$ cat src/rtl/avg_unpool_unit.sv
// 2x2 average-unpooling / nearest-neighbour upsampler.
// ROW_A emits each value twice live; ROW_B replays the row from the line buffer.
module avg_unpool_unit #(
    parameter int DATA_W = 32,
    parameter int IN_W   = 8,
    parameter int IN_H   = 8
) (
    input  logic                     clk,
    input  logic                     rst,
    input  logic                     mode,
    input  logic signed [DATA_W-1:0] in_data,
    input  logic                     in_valid,
    output logic                     in_ready,
    output logic signed [DATA_W-1:0] out_data,
    output logic                     out_valid,
    input  logic                     out_ready,
    output logic                     out_last
);

    localparam int CW = (IN_W > 1) ? $clog2(IN_W) : 1;
    localparam int RW = (IN_H > 1) ? $clog2(IN_H) : 1;
    localparam logic [CW-1:0] COL_LAST = CW'(IN_W - 1);
    localparam logic [RW-1:0] ROW_LAST = RW'(IN_H - 1);

    typedef enum logic {
        ROW_A,
        ROW_B
    } state_t;

    state_t state, state_n;
    logic [CW-1:0] col, col_n, wr_col;
    logic [RW-1:0] row, row_n;
    logic rep, rep_n;
    logic hold_valid, hold_valid_n;
    logic signed [DATA_W-1:0] hold;
    logic signed [DATA_W-1:0] line_buf [IN_W];
    logic signed [DATA_W-1:0] scaled;
    logic last_col, accept, xfer;

    assign last_col = (col == COL_LAST);
    assign scaled   = mode ? (in_data >>> 2) : in_data;
    assign accept   = in_valid && in_ready;
    assign xfer     = out_valid && out_ready;

    always_comb begin
        in_ready  = 1'b0;
        out_valid = 1'b0;
        out_data  = '0;
        out_last  = 1'b0;
        unique case (state)
            ROW_A: begin
                in_ready  = !hold_valid || (out_ready && rep && !last_col);
                out_valid = hold_valid;
                out_data  = hold_valid ? hold : '0;
            end
            ROW_B: begin
                out_valid = 1'b1;
                out_data  = line_buf[col];
                out_last  = (row == ROW_LAST) && last_col && rep;
            end
            default: ;
        endcase
        // Outputs stay quiet for every cycle rst is held.
        if (rst) begin
            in_ready  = 1'b0;
            out_valid = 1'b0;
            out_data  = '0;
            out_last  = 1'b0;
        end
    end

    always_comb begin
        state_n      = state;
        col_n        = col;
        row_n        = row;
        rep_n        = rep;
        hold_valid_n = hold_valid;
        wr_col       = col;
        unique case (state)
            ROW_A: begin
                if (xfer) begin
                    if (!rep) begin
                        rep_n = 1'b1;
                    end else if (last_col) begin
                        state_n      = ROW_B;
                        col_n        = '0;
                        rep_n        = 1'b0;
                        hold_valid_n = 1'b0;
                    end else begin
                        col_n        = col + CW'(1);
                        wr_col       = col + CW'(1);
                        hold_valid_n = 1'b0;
                    end
                end
                if (accept) begin
                    hold_valid_n = 1'b1;
                    rep_n        = 1'b0;
                end
            end
            ROW_B: begin
                if (xfer) begin
                    rep_n = !rep;
                    if (rep) begin
                        if (last_col) begin
                            state_n = ROW_A;
                            col_n   = '0;
                            row_n   = (row == ROW_LAST) ? '0 : row + RW'(1);
                        end else begin
                            col_n = col + CW'(1);
                        end
                    end
                end
            end
            default: ;
        endcase
    end

    always_ff @(posedge clk) begin
        if (rst) begin
            state      <= ROW_A;
            col        <= '0;
            row        <= '0;
            rep        <= 1'b0;
            hold_valid <= 1'b0;
            hold       <= '0;
        end else begin
            state      <= state_n;
            col        <= col_n;
            row        <= row_n;
            rep        <= rep_n;
            hold_valid <= hold_valid_n;
            if (accept) begin
                hold <= scaled;
            end
        end
    end

    // Line buffer is not reset; contents are rewritten before every replay.
    always_ff @(posedge clk) begin
        if (!rst && accept) begin
            line_buf[wr_col] <= scaled;
        end
    end

endmodule
$ cat config.mk
export PLATFORM = sky130hd
export DESIGN_NAME = avg_unpool_unit
export DESIGN_NICKNAME = d
export VERILOG_FILES = /design/src/rtl/avg_unpool_unit.sv
export SDC_FILE = /design/constraint.sdc
export NUM_CORES = 1
export LEC_CHECK = 0
export BUFFER_PORTS_ARGS = -buffer_cell sky130_fd_sc_hd__buf_2
export CORE_AREA = 2 2 142 144
export CTS_CLUSTER_SIZE = 20
export DETAILED_ROUTE_END_ITERATION = 10
export DIE_AREA = 0 0 144 146
export PLACE_DENSITY = 0.84
export SKIP_LAST_GASP = 1
export SLEW_MARGIN = 20
export SYNTH_ARGS = -nofsm -noshare
export SYNTH_HDL_FRONTEND = slang
export SYNTH_SLANG_ARGS = --single-unit
$ cat constraint.sdc
create_clock -name clk -period 9.2 [get_ports clk]
set_input_delay 1.84 -clock clk [delete_from_list [all_inputs] [get_ports clk]]
set_output_delay 1.84 -clock clk [all_outputs]
set_load 0.005 [all_outputs]
==> results of run 1 <==
==> cell families after synthesis <==
| kind of cell | count (synthesis) |
|---|---|
| AO/OA/AOI/OAI | 158 |
| XOR/XNOR | 1 |
| adder cells (fa/ha/maj) | 6 |
| buffers and inverters | 74 |
| flip-flops | 300 |
| multiplexers | 133 |
| AND/OR/NAND/NOR | 127 |
==> worst max-delay path, stage by stage (launching register included) <==
cell and delay [ps]:
sky130_fd_sc_hd__dfxtp_4 590, sky130_fd_sc_hd__buf_16 310, sky130_fd_sc_hd__buf_4 650, sky130_fd_sc_hd__mux4_2 600, sky130_fd_sc_hd__nand2b_1 160, sky130_fd_sc_hd__a32oi_1 270
sky130_fd_sc_hd__nor2_1 60, sky130_fd_sc_hd__buf_2 150
==> power groups by stage <==
stage,registers (mW),clock network [mW],logic (mW)
finish,1.51,1.17,0.131
global route,1.51,1.23,0.140
CTS,1.51,1.17,0.126
detailed placement,1.54,0,0.125
global placement,1.54,0,0.118
floorplan,1.54,0,0.0796
==> synthesized netlist by cell type (all sizes together) (4+ instances only) <==
cell / number
a21oi: 19
a22oi: 32
a32oi: 16
buf: 28
clkbuf: 34
dfxtp: 44
edfxtp: 256
ha: 6
inv: 12
mux2: 31
mux2i: 70
mux4: 32
nand2: 50
nand2b: 17
nand3: 4
nor2: 38
nor2b: 5
o211ai: 17
o21ai: 33
o311ai: 30
==> sequential cells by signal (all words and copies together) (netlist names), named ones only <==
| name | count |
|---|---|
| line_buf | 256 |
| hold | 32 |
| col | 3 |
| row | 3 |
| hold_valid | 1 |
| rep | 1 |
| state | 1 |
==> final timing paths <==
check	startpoint	to	slack, ps	cells past startpoint
min	hold[28]$_SDFFE_PP0P_	hold[28]$_SDFFE_PP0P_	490	2
max	flip-flop	out_data[23]	3960	7
min reg2reg	hold[28]$_SDFFE_PP0P_	hold[28]$_SDFFE_PP0P_	490	2
max reg2reg	col[1]$_SDFFE_PP0P_	line_buf[7][28]$_DFFE_PP_	5710	8
==> stage by stage <==
step	area [sq um]	hold slack, ps	cells
after floorplan	12600	446	799
after global placement	13100	456	1090
after detailed placement	13100	483	1090
after CTS	14000	490	1144
after global routing	14000	513	1145
final	14000	490	1145
==> layer usage <==
metal	track usage [%]	share of wire [%]	up-vias
met5	0	0	-
met4	8.58	2.5	0
met3	5.56	12	76
met2	43.7	48	519
met1	40.3	38	3848
li1	-	-	3282
==> final cells by class <==
class                      instances  area, sq um
sequential                       300         8570
fill                            1197         5310
multi-input combinational        425         3630
clock buffer                      42          825
timing repair buffer              89          510
tap                              265          332
clock inverter                    12          115
inverter                          12         45.0
==> summary.txt, run 1 <==
Cells and area
  – Antenna diode instance count: 0
  – Final net count: 900
  – Leading cell type in the layout, fill and taps excluded: sky130_fd_sc_hd__edfxtp_1
  – Highest-count cells in the layout ignoring fill and taps: sky130_fd_sc_hd__edfxtp_1 (256), sky130_fd_sc_hd__buf_2 (71), sky130_fd_sc_hd__mux2i_1 (70)
  – Utilization after layout: 72.5%
  – Fraction of final layout cells with drive strength greater than 1: 24.2%
  – Area Overhead vs Synth: 11.8%

Logic synthesis
  – Compound-Gate Fraction of Synth Area: 8.94%
  – Summed instance area of the synthesized netlist: 0.0126 sq mm
  – Mean instance size in the synthesized netlist: 15.7 sq um
  – Largest family of logic cells by synthesized area: multiplexers
  – Top area cells in the synthesized netlist: sky130_fd_sc_hd__edfxtp_1 (61%), sky130_fd_sc_hd__dfxtp_1 (7.0%), sky130_fd_sc_hd__mux2i_1 (5.6%), sky130_fd_sc_hd__mux4_2 (5.6%), sky130_fd_sc_hd__mux2_2 (2.8%)
  – Xor and xnor fraction of the mapped netlist area: 0.0698%
  – Post-synthesis simple-gate area fraction: 4.61%
  – Number of instances in the synthesized netlist: 799
  – Multiplexer share of the synthesized area: 14.1%
  – Post-synth ARST share: 0%
  – Yosys reg bits: 300
  – Cell type with the highest aggregate area in the netlist: sky130_fd_sc_hd__edfxtp_1
  – Share of the yosys chip area belonging to registers: 68.3%
  – Net Count, Synth: 842
  – EDFF count, synth: 256
  – Synthesized-area fraction occupied by adder cells: 0.598%
  – Dominant synthesized flop cell: sky130_fd_sc_hd__edfxtp_1
  – Area share of the largest cell type after synthesis: 61.3%
  – Synthesis Warnings: 0
  – Distinct cells, synth: 44

Power and ir drop
  – Flop pwr share: 53.7%
  – Leak pwr: 4.43 nW
  – NetSw: 0.591 mW
  – Pwr Density: 200 mW/mm^2
  – Total power draw: 2.81 mW
  – Clock Power Share: 41.6%
  – Worst IR Drop VDD: 154 uV
  – P_int: 2.22 mW
  – Net Sw Frac: 21.0%
  – Part of the total power dissipated in combinational logic: 4.7%

Timing
  – Final setup fails: 0
  – Final period utilization: 56.9%
  – Final setup skew: 16.6 ps
  – Final count of pins violating max slew: 0
  – Maximum clock frequency: 191 MHz
  – Post-route setup TNS: 0 ps
  – Worst path setup slack after routing: 3960 ps
  – Final Hold Viols: 0
  – Time the worst path needs with I/O delays and setup: 5240 ps
  – Normalized max-slew margin: 20.4%
  – Transition time at the pin with the least slew margin: 1190 ps
  – Unrepaired setup endpoints after global routing: false

CTS
  – Number of sinks driven by the clock tree: 300
  – Setup Fix Bufs, Post-CTS: 0
  – Clock insertion delay at the later pin of the skew report: 560 ps
  – Clock root buffer master: sky130_fd_sc_hd__clkbuf_16
  – Maximum count of clock buffers along a single path: 3
  – CTS Buf Count: 29
  – Number of gates resized after cts: 0
  – TritonCTS clock tree: built
  – Clk slew on worst S/H paths: 60 ps
  – Post-CTS Hold Buffers: 0
  – Clock H-tree levels: 1

Drt
  – WL final: 29.1 mm
  – Number of optimization iterations in the first detailed-route pass: 5
  – Count of unresolved DRC violations after routing: 0
  – Detailed-route via count: 7725
  – Antenna-violating nets left: 0
  – DRT iter0 DRCs: 893
  – Routed WL per cell: 25.4 microns
  – Avg Vias per Cell: 6.75

Outcome
  – Result of the run: finished clean

Die
  – DIE HEIGHT: 146 microns
  – Placeable core area: 0.0193 sq mm
  – Starting utilization of the core area: 64.9%
  – Die W: 144 microns
  – # rows: 51
  – Full die area: 0.0210 sq mm
  – Count of pins on the block boundary: 72

Setup path
  – Worst Setup End Kind: output port
  – Critical path launch point type: flip-flop
  – Top fanout value on the critical path: 40
  – Worst setup path category: reg -> out
  – Arrival time of the worst setup path: 3400 ps
  – CP required: 7360 ps

Hold path
  – Worst hold path type: reg -> reg

Global route
  – Number of global-route vias before repair: 7677
  – Global-route wire length before repair: 43.9 mm
  – Total track usage: 27.9%
  – Overflow left after global routing: 0
  – Maximum number of pins on one net before global-route repair: 74
  – Antenna violations before repair: 0

Flow run
  – Number of max-cap violations: 0

Place
  – RePlAce Congestion: 0.872
  – Setup WS pre-CTS: 3880 ps
  – Number of buffers added on ports: 71
  – Post-detail-place hpwl: 15.7 mm
No activity file was read; power rests on OpenSTA's default activity.
==> inputs of run 2 (changes only) <==
Settings changed: CORE_AREA 2 2 142 144 to 2 2 147 149, DIE_AREA 0 0 144 146 to 0 0 149 151, PLACE_DENSITY 0.84 to 0.79.
Clock period 9.2 ns to 5.2 ns, I/O delays scaled along.
==> summary.txt, run 2 (synthesis gave the netlist of run 1 again) <==
CTS
  – Clk slew on worst S/H paths: 60 ps (about the same)
  – Clock H-tree levels: 1 (unchanged)
  – Number of sinks driven by the clock tree: 300 (unchanged)
  – CTS Buf Count: 28 (was 29)
  – Post-CTS Hold Buffers: 0 (unchanged)
  – Clock insertion delay at the later pin of the skew report: 550 ps (was 560 ps)
  – Number of gates resized after cts: 0 (unchanged)
  – TritonCTS clock tree: built (unchanged)
  – Setup Fix Bufs, Post-CTS: 0 (unchanged)
  – Clock root buffer master: sky130_fd_sc_hd__clkbuf_16 (unchanged)
  – Maximum count of clock buffers along a single path: 3 (unchanged)

Outcome
  – Result of the run: finished clean (unchanged)

Drt
  – DRT iter0 DRCs: 733 (was 893)
  – WL final: 27.5 mm (was 29.1 mm)
  – Antenna-violating nets left: 0 (unchanged)
  – Count of unresolved DRC violations after routing: 0 (unchanged)
  – Number of optimization iterations in the first detailed-route pass: 5 (unchanged)
  – Routed WL per cell: 23.9 microns (was 25.4 microns)
  – Avg Vias per Cell: 6.50 (was 6.75)
  – Detailed-route via count: 7489 (was 7725)

Timing
  – Final setup skew: 8.96 ps (was 16.6 ps)
  – Time the worst path needs with I/O delays and setup: 3860 ps
  – Final hold slack: 486 ps (was 490 ps)
  – Transition time at the pin with the least slew margin: 1150 ps (was 1190 ps)
  – Normalized max-slew margin: 23.1% (was 20.4%)
  – Final setup fails: 0 (unchanged)
  – Unrepaired setup endpoints after global routing: false (unchanged)
  – Final period utilization: 74.2%
  – Maximum clock frequency: 259 MHz
  – Final Hold Viols: 0 (unchanged)
  – Post-route setup TNS: 0 ps (unchanged)
  – Final count of pins violating max slew: 0 (unchanged)

Flow run
  – Number of max-cap violations: 0 (unchanged)

Die
  – Placeable core area: 0.0208 sq mm (was 0.0193 sq mm)
  – Full die area: 0.0225 sq mm (was 0.0210 sq mm)
  – DIE HEIGHT: 151 microns (was 146 microns)
  – # rows: 53 (was 51)
  – Starting utilization of the core area: 60.3% (was 64.9%)
  – Die W: 149 microns (was 144 microns)
  – Count of pins on the block boundary: 72 (unchanged)

Setup path
  – Startpoint of the most critical register-to-register path: col[1]$_SDFFE_PP0P_ (unchanged)
  – CP required: 4160 ps (was 7360 ps)
  – Top fanout value on the critical path: 32 (was 40)
  – Setup slack of the most critical reg-to-reg path: 1610 ps (was 5710 ps)
  – Arrival time of the worst setup path: 2820 ps (was 3400 ps)
  – Critical R2R Capture: line_buf[5][7]$_DFFE_PP_ (was line_buf[7][28]$_DFFE_PP_)
  – Worst R2R Path Depth: 7 (was 8)
  – Worst Setup End Kind: output port (unchanged)
  – Worst setup path category: reg -> out (unchanged)
  – Critical path launch point type: flip-flop (unchanged)

Global route
  – Global-route wire length before repair: 42.0 mm (was 43.9 mm)
  – Maximum number of pins on one net before global-route repair: 73 (was 74)
  – Antenna violations before repair: 0 (unchanged)
  – Total track usage: 24.6% (was 27.9%)
  – Number of global-route vias before repair: 7465 (was 7677)
  – Overflow left after global routing: 0 (unchanged)

Power and ir drop
  – Total power draw: 4.87 mW (was 2.81 mW)
  – Worst IR Drop VDD: 288 uV (was 154 uV)
  – Leak pwr: 4.46 nW (was 4.43 nW)
  – Pwr Density: 345 mW/mm^2 (was 200 mW/mm^2)

Hold path
  – Startpoint of the tightest hold check path: hold[27]$_SDFFE_PP0P_ (was hold[28]$_SDFFE_PP0P_)
  – Cells on Worst Hold Path: 2 (unchanged)
  – Worst hold path type: reg -> reg (unchanged)
  – Worst Hold Endpoint: hold[27]$_SDFFE_PP0P_ (was hold[28]$_SDFFE_PP0P_)

Cells and area
  – Antenna diode instance count: 0 (unchanged)
  – Largest regs: line_buf (256), hold (32) (unchanged)
  – Multi-input gate area in the final layout: 0.00362 sq mm (was 0.00363 sq mm)
  – Final-layout fill cell count: 1380 (was 1197)
  – Highest-count cells in the layout ignoring fill and taps: sky130_fd_sc_hd__edfxtp_1 (256), sky130_fd_sc_hd__buf_2 (71), sky130_fd_sc_hd__mux2i_1 (70) (unchanged)
  – Leading cell type in the layout, fill and taps excluded: sky130_fd_sc_hd__edfxtp_1 (unchanged)
  – Fraction of final layout cells with drive strength greater than 1: 24.1% (was 24.2%)
  – Final net count: 901 (was 900)
  – Area Overhead vs Synth: 12.5% (was 11.8%)
  – Area used by sequential logic in the layout: 0.00857 sq mm (unchanged)
  – Most flop-heavy register: line_buf (unchanged)
  – Flip-flop count of the largest register, all copies and words added: 256 (unchanged)

Place
  – Post-detail-place hpwl: 16.4 mm (was 15.7 mm)
  – RePlAce Congestion: 0.926 (was 0.872)
  – Number of buffers added on ports: 71 (unchanged)
[run 2: worst max path at each step]
stage / end / cells after the start / slack [ps] / start
2_1_floorplan: line_buf[0][0]$_DFFE_PP_ / 4 / 1480 / out_ready
3_3_place_gp: line_buf[2][8]$_DFFE_PP_ / 5 / 1380 / out_ready
3_5_place_dp: line_buf[0][10]$_DFFE_PP_ / 5 / 1230 / out_ready
4_1_cts: out_data[29] / 6 / 1070 / flip-flop
5_1_grt: out_data[20] / 6 / 1170 / flip-flop
6_report: in_ready / 5 / 1340 / col[1]$_SDFFE_PP0P_
[run 2: per-stage QoR]
stage	cell area (sq um)	setup WS [ps]	utilization, %	cells
global placement	13000	1380	62.6	1096
global route	14100	1170	67.8	1153
CTS	13900	1070	66.9	1146
finish	14100	1340	67.8	1153
detailed placement	13000	1230	62.6	1096
floorplan	12600	1480	-	799
[run 2: power by group]
group	internal, mW	switching, mW
clock network	1.11	0.851
logic	0.0720	0.160
registers	2.66	0.0142
total	3.84	1.02
[run 2: area by class of cell]
| class | count | area share, % |
|---|---|---|
| clock buffers | 32 | 5.21 |
| clock inverters | 18 | 1.09 |
| inverters | 12 | 0.319 |
| multi-input cells | 425 | 25.7 |
| flip-flops and latches | 300 | 60.7 |
| well taps | 275 | 2.44 |
| repair buffers | 91 | 4.57 |
[run 2: critical path, stage by stage, from the launching register on]
cell                      delay (ps)
sky130_fd_sc_hd__dfxtp_1         520
sky130_fd_sc_hd__ha_1            310
sky130_fd_sc_hd__and2_4          210
sky130_fd_sc_hd__o21a_1          910
sky130_fd_sc_hd__nor3_1          140
sky130_fd_sc_hd__buf_2           190
[run 2: per-layer routing]
metal	global-route usage, %	part of all wire [%]	vias to the layer above
met5	0	0	-
met4	7.81	2.8	0
met3	4.40	9.6	70
met2	39.5	47	412
met1	34.9	40	3732
li1	-	-	3275
==> inputs of run 3 (changes only) <==
Settings changed: ABC_AREA from default to 1, CORE_AREA 2 2 147 149 to 2 2 149 151, DIE_AREA 0 0 149 151 to 0 0 151 153.
Clock period 5.2 ns to 3.93 ns, I/O delays scaled along.
==> summary.txt, run 3 <==
Power and ir drop
  – NetSw: 1.44 mW (was 1.02 mW)
  – Pwr Density: 456 mW/mm^2 (was 345 mW/mm^2)
  – Part of the total power dissipated in combinational logic: 5.0% (was 4.8%)
  – Net Sw Frac: 21.4% (was 21.1%)
  – P_int: 5.26 mW (was 3.84 mW)
  – Flop pwr share: 52.8% (was 54.9%)
  – Worst IR Drop VDD: 404 uV (was 288 uV)
  – Total power draw: 6.70 mW (was 4.87 mW)
  – Clock Power Share: 42.2% (was 40.4%)
  – Leak pwr: 5.90 nW (was 4.46 nW)

Global route
  – Global-route track usage on met1: 37.6% (was 34.9%)
  – Antenna violations before repair: 0 (unchanged)
  – GR met2 Demand/Resource: 47.1% (was 39.5%)
  – Met3 routing resource usage after global routing: 3.28% (was 4.40%)
  – Busiest grt layer: met2 (unchanged)
  – Maximum number of pins on one net before global-route repair: 65 (was 73)
  – Global-route wire length before repair: 49.7 mm (was 42.0 mm)
  – Total track usage: 27.9% (was 24.6%)
  – Overflow left after global routing: 0 (unchanged)
  – Number of global-route vias before repair: 9530 (was 7465)

Timing
  – Final setup fails: 0 (unchanged)
  – Unrepaired setup endpoints after global routing: false (unchanged)
  – Final setup skew: 22.9 ps (was 8.96 ps)
  – Final period utilization: 88.9%
  – Maximum clock frequency: 286 MHz
  – Final count of pins violating max slew: 0 (unchanged)
  – Normalized max-slew margin: 26.1% (was 23.1%)
  – Final Hold Viols: 0 (unchanged)
  – Time the worst path needs with I/O delays and setup: 3500 ps
  – Post-route setup TNS: 0 ps (unchanged)
  – Transition time at the pin with the least slew margin: 1100 ps (was 1150 ps)

Setup path
  – Worst Setup End Kind: output port (unchanged)
  – CP required: 3140 ps (was 4160 ps)
  – Arrival time of the worst setup path: 2710 ps (was 2820 ps)
  – Critical path launch point type: flip-flop (unchanged)
  – Top fanout value on the critical path: 56 (was 32)
  – Worst setup path category: reg -> out (unchanged)

Logic synthesis
  – Cell type with the highest aggregate area in the netlist: sky130_fd_sc_hd__edfxtp_1 (unchanged)
  – Top area cells in the synthesized netlist: sky130_fd_sc_hd__edfxtp_1 (59%), sky130_fd_sc_hd__nand2_1 (17%), sky130_fd_sc_hd__dfxtp_1 (6.8%), sky130_fd_sc_hd__nand3_1 (5.3%), sky130_fd_sc_hd__a21oi_1 (3.2%) (was sky130_fd_sc_hd__edfxtp_1 (61%), sky130_fd_sc_hd__dfxtp_1 (7.0%), sky130_fd_sc_hd__mux2i_1 (5.6%), sky130_fd_sc_hd__mux4_2 (5.6%), sky130_fd_sc_hd__mux2_2 (2.8%))
  – Post-synth ARST share: 0% (unchanged)
  – Share of the yosys chip area belonging to registers: 66.0% (was 68.3%)
  – Dominant synthesized flop cell: sky130_fd_sc_hd__edfxtp_1 (unchanged)
  – Number of instances in the synthesized netlist: 1345 (was 799)
  – Net Count, Synth: 1388 (was 842)
  – Most common library cells after synthesis: sky130_fd_sc_hd__nand2_1 (582), sky130_fd_sc_hd__edfxtp_1 (256), sky130_fd_sc_hd__nand3_1 (137) (was sky130_fd_sc_hd__edfxtp_1 (256), sky130_fd_sc_hd__mux2i_1 (70), sky130_fd_sc_hd__nand2_1 (50))
  – EDFF count, synth: 256 (unchanged)
  – Area share of the largest cell type after synthesis: 59.3% (was 61.3%)
  – Summed instance area of the synthesized netlist: 0.0130 sq mm (was 0.0126 sq mm)
  – Distinct cells, synth: 21 (was 44)
  – Synthesis Warnings: 0 (unchanged)
  – Mean instance size in the synthesized netlist: 9.65 sq um (was 15.7 sq um)
  – Most common cell in the synthesized netlist: sky130_fd_sc_hd__nand2_1 (was sky130_fd_sc_hd__edfxtp_1)
  – Yosys reg bits: 300 (unchanged)

CTS
  – Clock root buffer master: sky130_fd_sc_hd__clkbuf_16 (unchanged)
  – TritonCTS clock tree: built (unchanged)
  – Clock insertion delay at the later pin of the skew report: 560 ps (was 550 ps)
  – Number of gates resized after cts: 0 (unchanged)
  – Number of sinks driven by the clock tree: 300 (unchanged)
  – CTS Buf Count: 30 (was 28)
  – Setup Fix Bufs, Post-CTS: 0 (unchanged)
  – Maximum count of clock buffers along a single path: 3 (unchanged)
  – Post-CTS Hold Buffers: 0 (unchanged)
  – Clk slew on worst S/H paths: 60 ps (about the same)
  – Clock H-tree levels: 1 (unchanged)

Drt
  – Avg Vias per Cell: 5.67 (was 6.50)
  – Routed WL per cell: 18.5 microns (was 23.9 microns)
  – Count of unresolved DRC violations after routing: 0 (unchanged)
  – Detailed-route via count: 9664 (was 7489)
  – Antenna-violating nets left: 0 (unchanged)
  – WL final: 31.5 mm (was 27.5 mm)
  – DRT iter0 DRCs: 1084 (was 733)
  – Number of optimization iterations in the first detailed-route pass: 5 (unchanged)

Cells and area
  – Area Overhead vs Synth: 13.1% (was 12.5%)
  – Flip-flop count of the largest register, all copies and words added: 256 (unchanged)
  – Final-layout fill cell count: 1554 (was 1380)
  – Final net count: 1442 (was 901)
  – Antenna diode instance count: 0 (unchanged)
  – Leading cell type in the layout, fill and taps excluded: sky130_fd_sc_hd__nand2_1 (was sky130_fd_sc_hd__edfxtp_1)
  – Most flop-heavy register: line_buf (unchanged)
  – Largest regs: line_buf (256), hold (32) (unchanged)
  – Highest-count cells in the layout ignoring fill and taps: sky130_fd_sc_hd__nand2_1 (582), sky130_fd_sc_hd__edfxtp_1 (256), sky130_fd_sc_hd__nand3_1 (137) (was sky130_fd_sc_hd__edfxtp_1 (256), sky130_fd_sc_hd__buf_2 (71), sky130_fd_sc_hd__mux2i_1 (70))
  – Fraction of final layout cells with drive strength greater than 1: 11.3% (was 24.1%)

Die
  – Placeable core area: 0.0215 sq mm (was 0.0208 sq mm)
  – Full die area: 0.0231 sq mm (was 0.0225 sq mm)
  – Die W: 151 microns (was 149 microns)
  – Count of pins on the block boundary: 72 (unchanged)
  – # rows: 54 (was 53)
  – DIE HEIGHT: 153 microns (was 151 microns)
  – Starting utilization of the core area: 60.4% (was 60.3%)

Flow run
  – Number of max-cap violations: 0 (unchanged)

Place
  – RePlAce Congestion: 0.809 (was 0.926)
  – Post-detail-place hpwl: 17.7 mm (was 16.4 mm)
  – Number of buffers added on ports: 71 (unchanged)

Outcome
  – Result of the run: finished clean (unchanged)

Hold path
  – Worst hold path type: reg -> reg (unchanged)
[run 3: worst max-delay path: stages, from the launching register on]
cell and delay [ps]:
sky130_fd_sc_hd__dfxtp_4 480, sky130_fd_sc_hd__clkinv_2 480, sky130_fd_sc_hd__buf_12 390, sky130_fd_sc_hd__nand2_1 90
sky130_fd_sc_hd__nand3_1 60, sky130_fd_sc_hd__nand3_1 120, sky130_fd_sc_hd__nand3_1 90, sky130_fd_sc_hd__a21oi_1 260
sky130_fd_sc_hd__buf_2 170
[run 3: stage by stage]
step | area (sq um) | utilization [%] | worst slack, ps | hold WS (ps) | instances
6_report | 14700 | 68.3 | 435 | 463 | 1703
5_1_grt | 14700 | 68.3 | 239 | 484 | 1703
4_1_cts | 14700 | 68.3 | 409 | 465 | 1703
3_5_place_dp | 13700 | 63.8 | 945 | 456 | 1647
3_3_place_gp | 13700 | 63.8 | 996 | 451 | 1647
2_1_floorplan | 13000 | - | 548 | 445 | 1345
[run 3: cell families (layout without fill, tap and decap cells)]
family	after synthesis	after routing	synth area share (%)
fa+ha+maj	6	6	0.579
buf+inv	172	250	5.55
mux	1	1	0.0868
compound gates	107	107	4.25
simple gates	759	759	23.5
flops	300	300	66.0
[run 3: final cells by class]
type | instances | area, sq um | share of cell area (%)
Timing Repair Buffer | 98 | 671 | 4.57
Clock inverter | 10 | 141 | 0.963
Multi-Input combinational cell | 873 | 3750 | 25.5
Sequential cell | 300 | 8570 | 58.4
Clock buffer | 46 | 831 | 5.66
Inverter | 96 | 362 | 2.46
Tap cell | 280 | 350 | 2.39
[run 3: worst paths after layout]
path | startpoint | to | slack (ps) | depth (start not counted)
min | hold[13]$_SDFFE_PP0P_ | hold[13]$_SDFFE_PP0P_ | 460 | 2
max | flip-flop | out_data[23] | 430 | 8
min reg2reg | hold[13]$_SDFFE_PP0P_ | hold[13]$_SDFFE_PP0P_ | 460 | 2
max reg2reg | state$_SDFF_PP0_ | line_buf[1][26]$_DFFE_PP_ | 1110 | 7
[run 3: power by group through the flow]
stage | combinational (mW) | clock, mW | sequential, mW
3_3_place_gp | 0.317 | 0 | 3.60
5_1_grt | 0.372 | 2.97 | 3.54
3_5_place_dp | 0.328 | 0 | 3.60
4_1_cts | 0.332 | 2.84 | 3.54
2_1_floorplan | 0.205 | 0 | 3.60
6_report | 0.337 | 2.83 | 3.54
[run 3: routing by layer]
layer  wire (microns)  part of all wire (%)
met1            12300                    39
met2            15700                    50
met3             2790                   8.8
met4              842                   2.7
met5                0                     0
